<file path="src/rtl/instr_mem_loader_pkg.sv">
// instr_mem_loader_pkg: shared state encoding and constants for the instruction memory loader.
package instr_mem_loader_pkg;
  localparam int BYTES_PER_WORD = 4;
  localparam logic [31:0] HALT_WORD_DEFAULT = 32'hFFFF_FFFF;
  typedef enum logic [2:0] {
    S_IDLE,
    S_COLLECT,
    S_WRITE,
    S_DONE,
    S_ERROR
  } state_e;
endpackage

</file>
<file path="src/rtl/instr_mem_loader_word_assembler.sv">
// word_assembler: shifts accepted bytes MSB-first into a word and pulses word_valid on the last byte.
module word_assembler
  import instr_mem_loader_pkg::*;
#(
  parameter int DATA_W = 32
) (
  input  logic              clk,
  input  logic              rst_n,
  input  logic              clr,
  input  logic              accept,
  input  logic [7:0]        in_byte,
  output logic [DATA_W-1:0] word,
  output logic              word_valid
);
  localparam int CNT_W = $clog2(BYTES_PER_WORD);
  logic [CNT_W-1:0]  cnt_q, cnt_d;
  logic [DATA_W-1:0] word_q, word_d;
  always_comb begin
    cnt_d  = cnt_q;
    word_d = word_q;
    if (clr) begin
      cnt_d  = '0;
      word_d = '0;
    end else if (accept) begin
      cnt_d  = cnt_q + 1'b1;
      word_d = {word_q[DATA_W-9:0], in_byte};
    end
  end
  assign word_valid = accept && !clr && (cnt_q == CNT_W'(BYTES_PER_WORD - 1));
  assign word       = word_q;
  always_ff @(posedge clk or negedge rst_n) begin
    if (!rst_n) begin
      cnt_q  <= '0;
      word_q <= '0;
    end else begin
      cnt_q  <= cnt_d;
      word_q <= word_d;
    end
  end
endmodule

</file>
<file path="src/rtl/instr_mem_loader.sv">
// instr_mem_loader: assembles big-endian words from a byte stream and writes them to instruction memory,
// holding the CPU until a halt word has been written.
module instr_mem_loader
  import instr_mem_loader_pkg::*;
#(
  parameter int              DEPTH     = 32,
  parameter int              ADDR_W    = 5,
  parameter int              DATA_W    = 32,
  parameter logic [DATA_W-1:0] HALT_WORD = HALT_WORD_DEFAULT
) (
  input  logic              clk,
  input  logic              rst_n,
  input  logic              start,
  input  logic [7:0]        in_byte,
  input  logic              in_valid,
  output logic              in_ready,
  output logic              wr_en,
  output logic [ADDR_W-1:0] wr_addr,
  output logic [DATA_W-1:0] wr_data,
  output logic [ADDR_W:0]   word_count,
  output logic              busy,
  output logic              done,
  output logic              overflow_err,
  output logic              cpu_hold
);
  state_e            state_q, state_d;
  logic [ADDR_W-1:0] addr_q, addr_d, wr_addr_q, wr_addr_d;
  logic [DATA_W-1:0] wr_data_q, wr_data_d, word;
  logic [ADDR_W:0]   count_q, count_d;
  logic              clr, word_valid;

  word_assembler #(.DATA_W(DATA_W)) u_asm (
    .clk       (clk),
    .rst_n     (rst_n),
    .clr       (clr),
    .accept    (in_valid && in_ready),
    .in_byte   (in_byte),
    .word      (word),
    .word_valid(word_valid)
  );

  always_comb begin
    state_d = state_q;
    addr_d  = addr_q;
    count_d = count_q;
    clr     = 1'b0;
    unique case (state_q)
      S_COLLECT: state_d = word_valid ? S_WRITE : S_COLLECT;
      S_WRITE: begin
        count_d = count_q + 1'b1;
        if (word == HALT_WORD) state_d = S_DONE;
        else if (addr_q == ADDR_W'(DEPTH - 1)) state_d = S_ERROR;
        else begin
          addr_d  = addr_q + 1'b1;
          state_d = S_COLLECT;
        end
      end
      default: if (start) begin
        state_d = S_COLLECT;
        addr_d  = '0;
        count_d = '0;
        clr     = 1'b1;
      end
    endcase
  end

  // Write port outputs freeze at the last written value between strobes.
  assign wr_en        = state_q == S_WRITE;
  assign wr_addr_d    = wr_en ? addr_q : wr_addr_q;
  assign wr_data_d    = wr_en ? word : wr_data_q;
  assign wr_addr      = wr_addr_d;
  assign wr_data      = wr_data_d;
  assign in_ready     = state_q == S_COLLECT;
  assign busy         = (state_q == S_COLLECT) || (state_q == S_WRITE);
  assign done         = state_q == S_DONE;
  assign overflow_err = state_q == S_ERROR;
  assign cpu_hold     = state_q != S_DONE;
  assign word_count   = count_q;

  always_ff @(posedge clk or negedge rst_n) begin
    if (!rst_n) begin
      state_q   <= S_IDLE;
      addr_q    <= '0;
      count_q   <= '0;
      wr_addr_q <= '0;
      wr_data_q <= '0;
    end else begin
      state_q   <= state_d;
      addr_q    <= addr_d;
      count_q   <= count_d;
      wr_addr_q <= wr_addr_d;
      wr_data_q <= wr_data_d;
    end
  end
endmodule

</file>
<file path="config.mk">
export PLATFORM = sky130hd
export DESIGN_NAME = instr_mem_loader
export DESIGN_NICKNAME = d
export VERILOG_FILES = /design/src/rtl/instr_mem_loader_pkg.sv /design/src/rtl/instr_mem_loader_word_assembler.sv /design/src/rtl/instr_mem_loader.sv
export SDC_FILE = /design/constraint.sdc
export NUM_CORES = 1
export LEC_CHECK = 0
export ABC_AREA = 1
export CORE_MARGIN = 2
export CORE_UTILIZATION = 57
export DETAILED_ROUTE_END_ITERATION = 6
export GPL_ROUTABILITY_DRIVEN = 0
export PLACE_DENSITY = 0.82
export SYNTH_ARGS = -nofsm -noshare
export SYNTH_HDL_FRONTEND = slang
export SYNTH_SLANG_ARGS = --single-unit
</file>
<file path="constraint.sdc">
create_clock -name clk -period 2.18 [get_ports clk]
set_input_delay 0.327 -clock clk [delete_from_list [all_inputs] [get_ports clk]]
set_output_delay 0.327 -clock clk [all_outputs]
set_load 0.01 [all_outputs]
</file>
After elaboration in Yosys (flattened, before gate mapping)

Cells that the tools add are included.
Widths: inputs -> output; s select.

Bits in registers: 85
Latch bits: 0
RAM bits: 0
ROM bits: 0
Word-level logic and storage cells: 51
Memories: 0

Add/subtract/negate cells: 3
$mul: 0
Div/mod/pow operators: 0
Order comparisons: 0
Equality and inequality tests: 10
Shift-type cells: 0
Multiplexer cells: 19
Bitwise logic cells: 1
Reductions and logical operators: 11

Operator list:

| operator             | count |
|---|---|
| $mux 32              | 3 |
| $eq 32x32->1 const B | 1 |
| $mux 5               | 4 |
| $pmux 6 s2           | 1 |
| $pmux 5 s2           | 1 |
| $mux 3               | 3 |
| $add 6x1->6 const B  | 1 |
| $eq 3x2->1 const B   | 2 |
| $mux 2               | 3 |
| $mux 6               | 1 |
| $pmux 3 s2           | 1 |
| $add 5x1->5 const B  | 1 |
| $eq 5x5->1 const B   | 1 |
| $ne 2x2->1 const B   | 2 |
| $reduce_and 4->1     | 1 |
| $reduce_bool 2->1    | 2 |
| $eq 3x1->1 const B   | 1 |
| $eq 3x3->1 const B   | 1 |
| $logic_and 1x1->1    | 3 |
| $ne 3x2->1 const B   | 1 |
| $reduce_bool 3->1    | 1 |
| $add 2x1->2 const B  | 1 |
| $eq 2x2->1 const B   | 1 |
| $mux 1               | 2 |
| 5 further kinds      | 5 |

Longest topological paths before layout

Depth after elaboration: 8
Gate-level depth with buffers: 10

Modules after synthesis

From an unflattened synthesis, not the netlist that was laid out.

Cells, all modules: 426
Area total of the unflattened synthesis: 3,704.8 sq um

Modules (own cells, without submodules):

| module           | instances | cells each | area an instance (sq um) |
|---|---|---|---|
| instr_mem_loader | 1         | 275        | 2,316.0 |
| word_assembler   | 1         | 151        | 1,388.8 |

Least setup slack after synthesis

Ideal clock, no wire load.

Path kind: flip-flop to output port
Start: register state_q[2]
End: output port wr_addr[3]
Arrival: 1.125 ns
Slack: 0.728 ns
Cell stages (with the launch flop): 7
Buffers on the path: 2
Cell sequence: dfrtp_1 > inv_2 > nand3_4 > buf_2 > buf_2 > nand2_1 > o21ai_0

Cells in the longest elaborated chain, start to end: 2

Ends and longest elaborated chain:

| what                   | RTL line               | text |
|---|---|---|
| from (decl)            | instr_mem_loader.sv:26 | `state_e state_q, state_d;` |
| from (signal assigned) | instr_mem_loader.sv:88 | `state_q <= state_d;` |
| $eq 3x2->1             | instr_mem_loader.sv:68 | `assign wr_en = state_q == S_WRITE;` |
| $mux 5                 | instr_mem_loader.sv:69 | `assign wr_addr_d = wr_en ? addr_q : wr_addr_q;` |
| to (decl)              | instr_mem_loader.sv:18 | `output logic [ADDR_W-1:0] wr_addr,` |

No other way between the ends.

Final worst setup path

Start: register state_q[0]
End: output port busy

Cells in the longest elaborated chain, start to end: 2
Elaborated cells between the ends (all ways): 3
Those cells by class: eq/ne (2); reduce/logical (1)

Ends and longest elaborated chain:

| what                                            | RTL line               | text |
|---|---|---|
| $eq 3x1->1 / $eq 3x2->1 (equally long branches) | instr_mem_loader.sv:74 | `assign busy = (state_q == S_COLLECT) \|\| (state_q == S_WRITE);` |
| $logic_or 1x1->1 *                              | instr_mem_loader.sv:74 |  |
| to (decl)                                       | instr_mem_loader.sv:21 | `output logic busy,` |

Mark *: on every way between the ends. The rest lies on a longest branch, timed or not.

==> reports/results.ini <==
[synthesis]
synth_cell_types = 26
synth_area_per_cell_sq_um = 10.0
ys_ff_latch = 85
ys_seq_area_share_pct = 57.6
synth_nets = 385
syn-instance-count = 369
ys_warn_count = 0
synth_edf_count = 0
netlist_area_sq_um = 3690
synth_ff_type = dfrtp_1
synthArstFlopShare_pct = 100

[sta]
fin_crit_ps = 2080
setup-tns-final_ps = 0
setup_viol = 0
clock.fmax_mhz = 482
finalHoldViolCount = 0
whs_ps = 479
tightest_slew_ps = 526
fin_worst_skew_ps = 7.18
fin_crit_sh_pct = 95.2
rsz0062_at_grt = false
setup_slack_ps = 105
slew_violations = 0
slew_headroom_pct = 64.9

[clocking]
clk_latency_ps = 350
cts_sinks = 85
htree_levels = 3
cts_max_path_buffers = 2
cts-root-buf = clkbuf_8
cts_tree = yes
clk_pin_slew_ps = 80
cts_inserted_buffers = 9

[power_and_ir_drop]
p_int_mw = 3.46
power_frac_clock_pct = 19.7
seqPwrFrac_pct = 41.9
ir_drop_mv = 0.756
switchingPower_mw = 1.99
p_total_mw = 5.46
p_sw_share_pct = 36.5
leakage_nw = 2.28
power_frac_comb_pct = 38.4
power_density_nw_per_um2 = 1190

[place]
io_buffers = 60
place_inst = 498
place_area_sq_um = 4370
dp_hpwl_um = 4980
dp_slack_ps = 153

[critical_path]
startpoint_type = register
r2r-end = addr_q[4]
worst-setup-path-type = reg -> out
r2r_start = state_q[1]
endpoint_kind = output pin
cp-startpoint = state_q[0]
rr_worst_depth = 9
cp_data_required_time_ps = 1850
worstSetupEndpoint = busy
r2r_slack_ps = 530
worstPathArrival_ps = 1750
path_max_fanout = 9

[finish]
final_nets = 453
drive_above_1_share_pct = 18.1
final_area_sq_um = 4590
n_antenna_cell = 0
stdcell_count = 519
regArea_sq_um = 2130
utilization_pct = 72.7
area_growth_syn_to_layout_pct = 24.2
multi_input_area_sq_um = 1300
n_fill_cell = 498

[grt]
grt_pass1_vias = 2639
grt_first_pass_wirelength_um = 12400
track_usage_pct = 21.9
grt_max_degree = 51
gr-total-overflow = 0
antenna_found_initial = 0

[die]
start_util_pct = 58.5
row_count = 29
core_area_sq_um = 6310
die_w_um = 84.5
die-area_sq_um = 7140
io_pins = 61
chipHeight_um = 84.5

[drt]
via_per_inst = 5.09
num_vias = 2640
first_pass_iters = 4
wl_per_cell_um = 13.9
route.antenna.remaining_nets = 0
drc = 0
drt-initial-drc-count = 177
drt_wl_total_um = 7210

[job]
maxCapViolCount = 0

[hold_path]
min_path_type = reg -> reg
holdPathStages = 2

[run_status]
outcome = complete, no violations

## cell families (layout without fill, tap and decap cells)
kind of cell	count (synthesis)	count (layout)	synth area share (%)
simple gates	134	134	16.0
flops	85	85	57.6
compound gates	79	79	16.6
buf+inv	63	136	7.55
fa+ha+maj	4	4	1.35
xor+xnor	4	4	0.948
## registers in the layout, summed over array words and instances, names as in the netlist
signal	cells
state_q	3
wr_addr_q	5
addr_q	5
u_asm.cnt_q	2
word_count	6
u_asm.word	32
wr_data_q	32
## power groups by stage
stage	logic (mW)	registers, mW	clock network [mW]
after floorplan	1.43	2.26	0
after CTS	2.11	2.28	1.10
after detailed placement	2.20	2.31	0
after global routing	2.30	2.34	1.16
final	2.10	2.29	1.08
after global placement	2.15	2.28	0
## final cells by class
cell class,instances,share of cell area [%]
clock inverter,5,1.09
clock buffer,11,3.08
multi-input combinational,221,28.3
tap,77,2.10
inverter,48,4.06
timing repair buffer,72,15.0
sequential,85,46.4
## routing by layer
metal | track usage [%] | wire length [um]
met5 | 0 | 0
met4 | 7.50 | 120
met3 | 5.60 | 265
met2 | 32.8 | 3420
met1 | 31.4 | 3410
## repair_timing
action | 4_1_cts | 5_1_grt
buffers inserted | 4 | 0
endpoints found under the hold margin | 35 | 0
pin swaps | 0 | 1
resized for setup | 68 | 7
hold buffers | 1 | 0
endpoints found under the setup margin | 38 | 4
## cell usage in the layout (no fill, tap or decap), types with 2 or more instances in the layout
master and instances:
inv_1 42, clkinv_2 4, nand2_1 97, buf_4 8, nand3_1 7, nand2_2 3
inv_2 4, nand4_1 5, buf_8 2, o21ai_0 18, nor2_4 3, ha_1 4
o21ai_1 23, o22ai_2 24, xor2_1 4, a21oi_2 2, nand2_4 3, buf_12 2
dfrtp_1 84, dlygate4sd2_1 35, clkbuf_8 10, dlymetal6s2s_1 2, o21ai_2 9, clkdlybuf4s50_1 21
nor2_1 14
## critical path, stage by stage, from the launching register on
cell	delay (ps)
dfrtp_1	390
inv_2	110
nand3_4	110
buf_8	160
nand2_2	80
clkdlybuf4s50_1	530
## cells in the mapped netlist, types with 2 or more instances
master    number  area share, %
xor2_1         4           0.95
nand2_4        3           0.91
o21ai_0       44            6.0
inv_1         43            4.4
ha_1           4            1.4
nor2_4         3           0.91
o21ai_2        6            1.4
buf_6          3           0.91
clkbuf_1       4           0.41
inv_2          4           0.41
nand4_1        5           0.85
nor2_1        14            1.4
dfrtp_1       85             58
nand2_1       97            9.9
o22ai_2       24            8.1
nand3_1        7           0.95
a21oi_2        2           0.47
buf_2          5           0.68
nand2_2        3           0.51
buf_4          3           0.61
## how the worst min path moves through the flow
| stage | from | end |
|---|---|---|
| after floorplan | rst_n | addr_q[0] |
| after detailed placement | rst_n | wr_data_q[28] |
| final | addr_q[3] | addr_q[3] |
| after global routing | wr_data_q[9] | wr_data_q[9] |
| after global placement | rst_n | wr_data_q[29] |
| after CTS | rst_n | wr_data_q[28] |
No activity file was read; power rests on OpenSTA's default activity.
